--- src/rtl/sa_pkg.sv ---
// Shared systolic-array constants and the matrix collector FSM state type.
package sa_pkg;

  localparam int unsigned DEF_DATA_WIDTH = 8;
  localparam int unsigned DEF_ARRAY_W    = 5;
  localparam int unsigned DEF_ARRAY_L    = 2;

  typedef enum logic [1:0] {
    MC_IDLE    = 2'd0,
    MC_COLLECT = 2'd1,
    MC_DONE    = 2'd2
  } mc_state_t;

endpackage

--- src/rtl/mc_column.sv ---
// One collector lane: row counter, row-select write decode and the column's storage.
module mc_column
  import sa_pkg::*;
#(
  parameter int unsigned DATA_WIDTH = DEF_DATA_WIDTH,
  parameter int unsigned ARRAY_W    = DEF_ARRAY_W
) (
  input  logic                                  clk,
  input  logic                                  reset,
  input  logic                                  clear,
  input  logic                                  collect,
  input  logic                                  in_valid,
  input  logic [DATA_WIDTH-1:0]                 in_data,
  output logic [0:ARRAY_W-1][DATA_WIDTH-1:0]    col_data,
  output logic                                  full_c,
  output logic                                  drop_c
);

  localparam int unsigned CNT_W = $clog2(ARRAY_W + 1);

  logic [CNT_W-1:0] cnt_q;
  logic [CNT_W-1:0] cnt_d;
  logic             full_now;
  logic             wr_c;

  assign full_now = (cnt_q == CNT_W'(ARRAY_W));
  assign wr_c     = collect & in_valid & ~full_now;
  // Anything valid that is not written (wrong state or full column) is a drop.
  assign drop_c   = in_valid & ~clear & ~wr_c;

  always_comb begin
    cnt_d = cnt_q;
    if (clear) begin
      cnt_d = '0;
    end else if (wr_c) begin
      cnt_d = cnt_q + CNT_W'(1);
    end
  end

  // Fullness after the coming edge, so the FSM can leave COLLECT on the last write.
  assign full_c = (cnt_d == CNT_W'(ARRAY_W));

  always_ff @(posedge clk or posedge reset) begin
    if (reset) begin
      cnt_q    <= '0;
      col_data <= '0;
    end else begin
      cnt_q <= cnt_d;
      if (clear) begin
        col_data <= '0;
      end else if (wr_c) begin
        for (int i = 0; i < int'(ARRAY_W); i++) begin
          if (cnt_q == CNT_W'(i)) begin
            col_data[i] <= in_data;
          end
        end
      end
    end
  end

endmodule

--- src/rtl/matrix_collector.sv ---
// Collects the skewed per-column systolic array output into a [row][col] result matrix.
// Optional sticky drop flag on port overflow when MATRIX_COLLECT_OVF_EN is defined.
module matrix_collector
  import sa_pkg::*;
#(
  parameter int unsigned DATA_WIDTH = DEF_DATA_WIDTH,
  parameter int unsigned ARRAY_W    = DEF_ARRAY_W,
  parameter int unsigned ARRAY_L    = DEF_ARRAY_L
) (
  input  logic                                               clk,
  input  logic                                               reset,
  input  logic                                               start,
  input  logic [0:ARRAY_L-1]                                 in_valid,
  input  logic [0:ARRAY_L-1][DATA_WIDTH-1:0]                 in_data,
  output logic                                               busy,
  output logic                                               done,
  output logic [0:ARRAY_W-1][0:ARRAY_L-1][DATA_WIDTH-1:0]    data_out
`ifdef MATRIX_COLLECT_OVF_EN
  ,
  output logic                                               overflow
`endif
);

  mc_state_t state_q;
  mc_state_t state_d;
  logic      busy_q;
  logic      done_q;
  logic      collect;

  logic [0:ARRAY_L-1]                               full_c;
  logic [0:ARRAY_L-1]                               drop_c;
  logic [0:ARRAY_L-1][0:ARRAY_W-1][DATA_WIDTH-1:0]  col_data;

  // A start edge restarts collection, so in_valid on that edge is never written.
  assign collect = (state_q == MC_COLLECT) & ~start;

  for (genvar j = 0; j < int'(ARRAY_L); j++) begin : g_col
    mc_column #(
      .DATA_WIDTH (DATA_WIDTH),
      .ARRAY_W    (ARRAY_W)
    ) u_col (
      .clk      (clk),
      .reset    (reset),
      .clear    (start),
      .collect  (collect),
      .in_valid (in_valid[j]),
      .in_data  (in_data[j]),
      .col_data (col_data[j]),
      .full_c   (full_c[j]),
      .drop_c   (drop_c[j])
    );
    for (genvar i = 0; i < int'(ARRAY_W); i++) begin : g_row
      assign data_out[i][j] = col_data[j][i];
    end
  end

  always_comb begin
    state_d = state_q;
    case (state_q)
      MC_IDLE:    state_d = MC_IDLE;
      MC_COLLECT: if (&full_c) state_d = MC_DONE;
      MC_DONE:    state_d = MC_DONE;
      default:    state_d = MC_IDLE;
    endcase
    if (start) begin
      state_d = MC_COLLECT;
    end
  end

  always_ff @(posedge clk or posedge reset) begin
    if (reset) begin
      state_q <= MC_IDLE;
      busy_q  <= 1'b0;
      done_q  <= 1'b0;
    end else begin
      state_q <= state_d;
      busy_q  <= (state_d == MC_COLLECT);
      done_q  <= (state_d == MC_DONE);
    end
  end

  assign busy = busy_q;
  assign done = done_q;

`ifdef MATRIX_COLLECT_OVF_EN
  logic ovf_q;

  always_ff @(posedge clk or posedge reset) begin
    if (reset) begin
      ovf_q <= 1'b0;
    end else if (start) begin
      ovf_q <= 1'b0;
    end else if ((state_q != MC_IDLE) && (|drop_c)) begin
      ovf_q <= 1'b1;
    end
  end

  assign overflow = ovf_q;
`else
  logic unused_drop;
  assign unused_drop = |drop_c;
`endif

endmodule

--- config.mk ---
export PLATFORM = sky130hd
export DESIGN_NAME = matrix_collector
export DESIGN_NICKNAME = d
export VERILOG_FILES = /design/src/rtl/sa_pkg.sv /design/src/rtl/mc_column.sv /design/src/rtl/matrix_collector.sv
export SDC_FILE = /design/constraint.sdc
export NUM_CORES = 1
export LEC_CHECK = 0
export BUFFER_PORTS_ARGS = -buffer_cell sky130_fd_sc_hd__clkbuf_2
export CORE_MARGIN = 5
export CORE_UTILIZATION = 53
export DETAILED_ROUTE_END_ITERATION = 10
export GPL_TIMING_DRIVEN = 0
export PLACE_DENSITY = 0.82
export SETUP_SLACK_MARGIN = 0.02
export SLEW_MARGIN = 20
export SYNTH_ARGS = -nofsm -noshare
export SYNTH_HDL_FRONTEND = slang
export SYNTH_SLANG_ARGS = --single-unit
--- constraint.sdc ---
create_clock -name clk -period 3.6 [get_ports clk]
set_clock_uncertainty 0.2 [all_clocks]
set_input_delay 0.18 -clock clk [delete_from_list [all_inputs] [get_ports clk]]
set_output_delay 0.18 -clock clk [all_outputs]
set_load 0.005 [all_outputs]
; ---- After elaboration in Yosys (flattened, before gate mapping)
; Cells that the tools add are included.
; Widths: inputs -> output; s select.
[classes]
n_addsub = 2
bitwise_logic = 8
n_reduce_logical = 25
n_mux = 21
eq_ne = 16
[op_table]
columns = op, count
row1 = $mux 40, 4
row2 = $mux 8, 10
row3 = $reduce_bool 2->1, 12
row4 = $reduce_and 2->1, 11
row5 = $eq 3x3->1 const B, 6
row6 = $eq 3x2->1 const B, 4
row7 = $mux 3, 4
row8 = $add 3x1->3 const B, 2
row9 = $eq 3x1->1 const B, 2
row10 = $logic_not 3->1, 2
row11 = $and 1x1->1, 5
row12 = $eq 2x1->1 const B, 2
row13 = $eq 2x2->1 const B, 2
row14 = $mux 2, 2
row15 = $pmux 2 s2, 1
row16 = $not 1->1, 3
[totals]
elab_cells = 87
reg_bits = 90

; ---- Depth between registers and ports, before layout
[depth]
ltp_word = 12
ltp_mapped = 9
ltp_nobuf = 7

; ---- Modules after synthesis
; Synthesis repeated with hierarchy kept, for this count alone.
[unflattened]
cells_unflattened = 423
area_unflattened_um2 = 4241.6
[modules_own_cells]
columns = mod, area_each_um2, seq_area_each_um2, cells_each, n_inst
row1 = mc_column, 2015.7, 1076.0, 202, 2
row2 = matrix_collector, 210.2, 100.1, 19, 1

; ---- Worst setup path before layout
; Ideal clock, no wire load.
[synth_timing]
path_kind = reg-to-reg
from = reg g_col[0].u_col.cnt_q[0]
to = reg busy_q, in the netlist busy
stages_incl_launch_ff = 7
setup_ns = 0.120
required_ns = 3.280
arrival_ns = 1.889
setup_slack_ns = 1.391
path_cell_list = dfrtp_1 inv_1 ha_1 or4_1 a222oi_1 nand4_1 a41o_1
[synth_via]
elab_chain_cells = 11
[synth_rtl]
columns = element, line
row1 = from (decl), mc_column.sv:21  ; logic [CNT_W-1:0] cnt_q;
row2 = from (signal assigned), mc_column.sv:48  ; cnt_q <= cnt_d;
row3 = branches (longest 3 deep; another with $add 3x1->3), n/a
row4 = $mux 3 (*), mc_column.sv:35  ; end else if (wr_c) begin
row5 = $mux 3 (*), mc_column.sv:33  ; if (clear) begin
row6 = $eq 3x3->1 (*), mc_column.sv:41  ; assign full_c = (cnt_d == CNT_W'(ARRAY_W));
row7 = $reduce_and 2->1 (*), matrix_collector.sv:61  ; MC_COLLECT: if (&full_c) state_d = MC_DONE;
row8 = $mux 2 (*), matrix_collector.sv:61
row9 = $pmux 2 s2 (*), matrix_collector.sv:59  ; case (state_q)
row10 = $mux 2 (*), matrix_collector.sv:65  ; if (start) begin
row11 = $eq 2x1->1 (*), matrix_collector.sv:77  ; busy_q <= (state_d == MC_COLLECT);
row12 = to (signal assigned), matrix_collector.sv:77
row13 = to (decl), matrix_collector.sv:26  ; logic busy_q;
; Every way passes the cells marked *.
; A chain may end at the register's enable or synchronous reset.

; ---- Worst setup path in the final report
[layout_timing]
from = reg g_col[0].u_col.cnt_q[1]
to = reg busy_q, in the netlist busy
; Same word-level chain as after synthesis.

==> results.md <==
* Final Cell Area at 5000 µm²
* PD cells at 398 nW/µm²
* Die Span X at about 97 µm
* Seq/Total Area, Yosys at about 57%
* Pre-antenna DRT Iters at 5
* Drt via density at 5.29
* Period utilisation layout at 67.9%
* Status: complete, no violations
* Syn. warnings at 0
* Tightest Pin Transition at 0.758 ns
* Hold Path Class: primary input to register
* Grt ovf at 0
* GRT Util Overall at a little under a quarter
* Total vias in the final route at between 3,000 and 4,000
* Count of final setup violators at 0
* Total wire length at between 9000 and 10,000 µm
* CTS H-tree lvls at 3
* Clock tree buffer depth at 2
* Resize count post-CTS at 0
* CTS tree: done
* Die H at between 90 and 100 µm
* Static Leak at 2.38 nW
* Num CTS Buffers at 9
* FP Rows at 31
* Placed cell area at between 4000 and 5000 µm²
* Die area at a little over 9000 µm²
* Worst path required time at between 3 and 4 ns
* CTS sink cnt at 90
* Tot Pwr at 1.99 mW
* Worst-path clk slew at about 0.090 ns
* Max Cap Viol at 0
* Relative slew slack at about half
* Crit Path Category: register to register
* Worst IR drop on VDD at roughly 0.00024 V
* Final max-slew violation count at 0
* # IOs at 103
* Largest net degree at the start of global routing at approximately 50
* Fin. Hold Viols at 0
* DR WL/cell at ~17 µm
* Endpoint class of the critical path: register
* Worst-Skew Late Latency at roughly 0.35 ns
* Layout Nets at 526
* Layout cells sized above 1 at between 20 and 30%
* Arrival @ worst endpoint at between 2 and 2.5 ns
* FF+latch count, synth at 90
* DRC Markers at 0
* GP Congestion at 0.814
* # diodes at 0
* Worst path cell trace: inv_1 > ha_1 > and2_4 > or4_1 > a222oi_1 > nand4_1 > a41o_1
* Antenna violations before repair at 0
* HPWL after DPL at 6980 µm
* First-pass GRT wire length at around 16,000 µm
* Mapped cell area at between 3000 and 4000 µm²
* Synth unique cells at 36
* Post-Synthesis Cells at about 360
* CTS root buf: clkbuf_8
* Syn nets at approximately 400
* Slowest stage cell, crit path: or4_1
* Initial core utilization at 54.7%
* Final ANT Viol Nets at 0
* Post-layout min period at 2.45 ns
* Top fanout value on the critical path at 4
* Worst hold margin at between 0.08 and 0.09 ns
* I/O Buffers at 102
* Fmax at ~410 MHz
* RSZ-0062 raised after global routing: no
* Startpoint types: register
* Number of global-route vias before repair at 3,201
* Synthesized area per cell at 11.0 µm²
* CP max stage delay at 0.45 ns
* DR iter-0 viols at 138
* Core box area at 7250 µm²
* Area grow syn2layout at 26.1%
==> routing by layer <==
metal	vias up	GRT usage (%)	part of all wire, %
met2	99	36.5	49
met5	-	0	0
met1	1540	31.0	44
met4	0	9.11	2.4
li1	1494	-	-
met3	23	4.11	5.1
==> placed cells by master (no fill, tap or decap), drive strengths merged, types with 2 or more instances in the layout <==
cell type / Yosys / routed
clkbuf: 12 / 123
dfrtp: 90 / 90
nor2: 63 / 63
mux2i: 57 / 57
nand2: 29 / 29
a21oi: 29 / 29
nand3: 24 / 24
dlygate4sd3: 0 / 17
ha: 12 / 12
inv: 9 / 11
buf: 6 / 7
or2: 5 / 5
o21ai: 4 / 4
nor3: 4 / 4
clkinv: 0 / 4
nand4b: 2 / 2
nor4b: 2 / 2
and2: 2 / 2
==> metrics by stage <==
stage | instances | util (%) | setup slack [ns] | TNS, ns
final | 597 | 69.0 | 1.15 | 0
after detailed placement | 564 | 63.9 | 1.17 | 0
after floorplan | 362 | - | 0.885 | 0
after global placement | 563 | 63.5 | -0.0424 | -3.59
after global routing | 597 | 69.0 | 0.983 | 0
after CTS | 597 | 69.0 | 1.16 | 0
==> report_power, final <==
group | internal (mW) | leakage, nW | total (mW) | switching [mW]
Combinational | 0.0891 | 1.03 | 0.234 | 0.145
Sequential | 1.03 | 1.24 | 1.05 | 0.0188
Clock | 0.328 | 0.105 | 0.702 | 0.374
==> sequential cells by signal, summed over array words and instances, names as in the netlist <==
register / count
g_col.u_col.cnt_q: 6
done: 1
state_q: 2
g_col.u_col.col_data: 80
busy: 1
==> layout make-up <==
class	count	area [µm²]
Tap cell	99	124
Clock buffer	9	124
Timing Repair Buffer	120	708
Multi-Input combinational cell	245	1610
Sequential cell	90	2250
Buffer	18	73.8
Fill cell	576	2250
Inverter	9	36.3
Clock inverter	7	77.6
==> path summary, 6_finish.rpt <==
| check | slack (ns) | cells past startpoint | to | from |
|---|---|---|---|---|
| setup / recovery | 1.15 | 7 | busy$_DFF_PP0_ | g_col[0].u_col.cnt_q[1]$_DFF_PP0_ |
| hold / removal | 0.09 | 3 | g_col[1].u_col.cnt_q[1]$_DFF_PP0_ | start |
| setup reg to reg | 1.15 | 7 | busy$_DFF_PP0_ | g_col[0].u_col.cnt_q[1]$_DFF_PP0_ |
| hold reg to reg | 0.33 | 2 | g_col[1].u_col.col_data[8]$_DFFE_PP0P_ | g_col[1].u_col.col_data[8]$_DFFE_PP0P_ |
| max in group asynchronous | 2.37 | 4 | state_q[0]$_DFF_PP0_ | reset |
| min in group asynchronous | 0.21 | 3 | g_col[1].u_col.col_data[0]$_DFFE_PP0P_ | reset |
==> cell families after synthesis <==
| family | count (synthesis) | share of synthesized area, % |
|---|---|---|
| mux | 57 | 14.4 |
| compound gates | 39 | 5.68 |
| fa+ha+maj | 12 | 3.78 |
| xor+xnor | 1 | 0.221 |
| buf+inv | 27 | 2.71 |
| flops | 90 | 56.7 |
| simple gates | 136 | 16.5 |
==> what timing repair did <==
item	4_1_cts	5_1_grt
setup endpoints to repair	0	0
hold buffers	17	0
hold endpoints to repair	102	0
buffers inserted	0	0
==> Yosys cell counts, drive strengths merged <==
cell / count / area, µm²
dfrtp: 90 / 2250
nor2: 63 / 241
mux2i: 57 / 571
a21oi: 29 / 153
nand2: 29 / 111
nand3: 24 / 120
clkbuf: 12 / 45.0
ha: 12 / 150
inv: 9 / 33.8
buf: 6 / 28.8
or2: 5 / 31.3
nor3: 4 / 52.6
o21ai: 4 / 20.0
and2: 2 / 15.0
nand4b: 2 / 17.5
nor4b: 2 / 17.5
a21o: 1 / 7.51
a222oi: 1 / 10.0
a22o: 1 / 8.76
a31o: 1 / 8.76
a41o: 1 / 10.0
nand2b: 1 / 6.26
nand4: 1 / 6.26
nor4: 1 / 21.3
o211ai: 1 / 7.51
or3: 1 / 6.26
or4: 1 / 7.51
xnor2: 1 / 8.76
==> critical path, delay by kind of cell (launching register included) <==
kind	cells	cell delay, ns
AO/OA/AOI/OAI	2	0.56
adder cells (fa/ha/maj)	1	0.21
buffers and inverters	1	0.09
flip-flops	1	0.40
AND/OR/NAND/NOR	3	0.87
No activity file was read; power rests on OpenSTA's default activity.
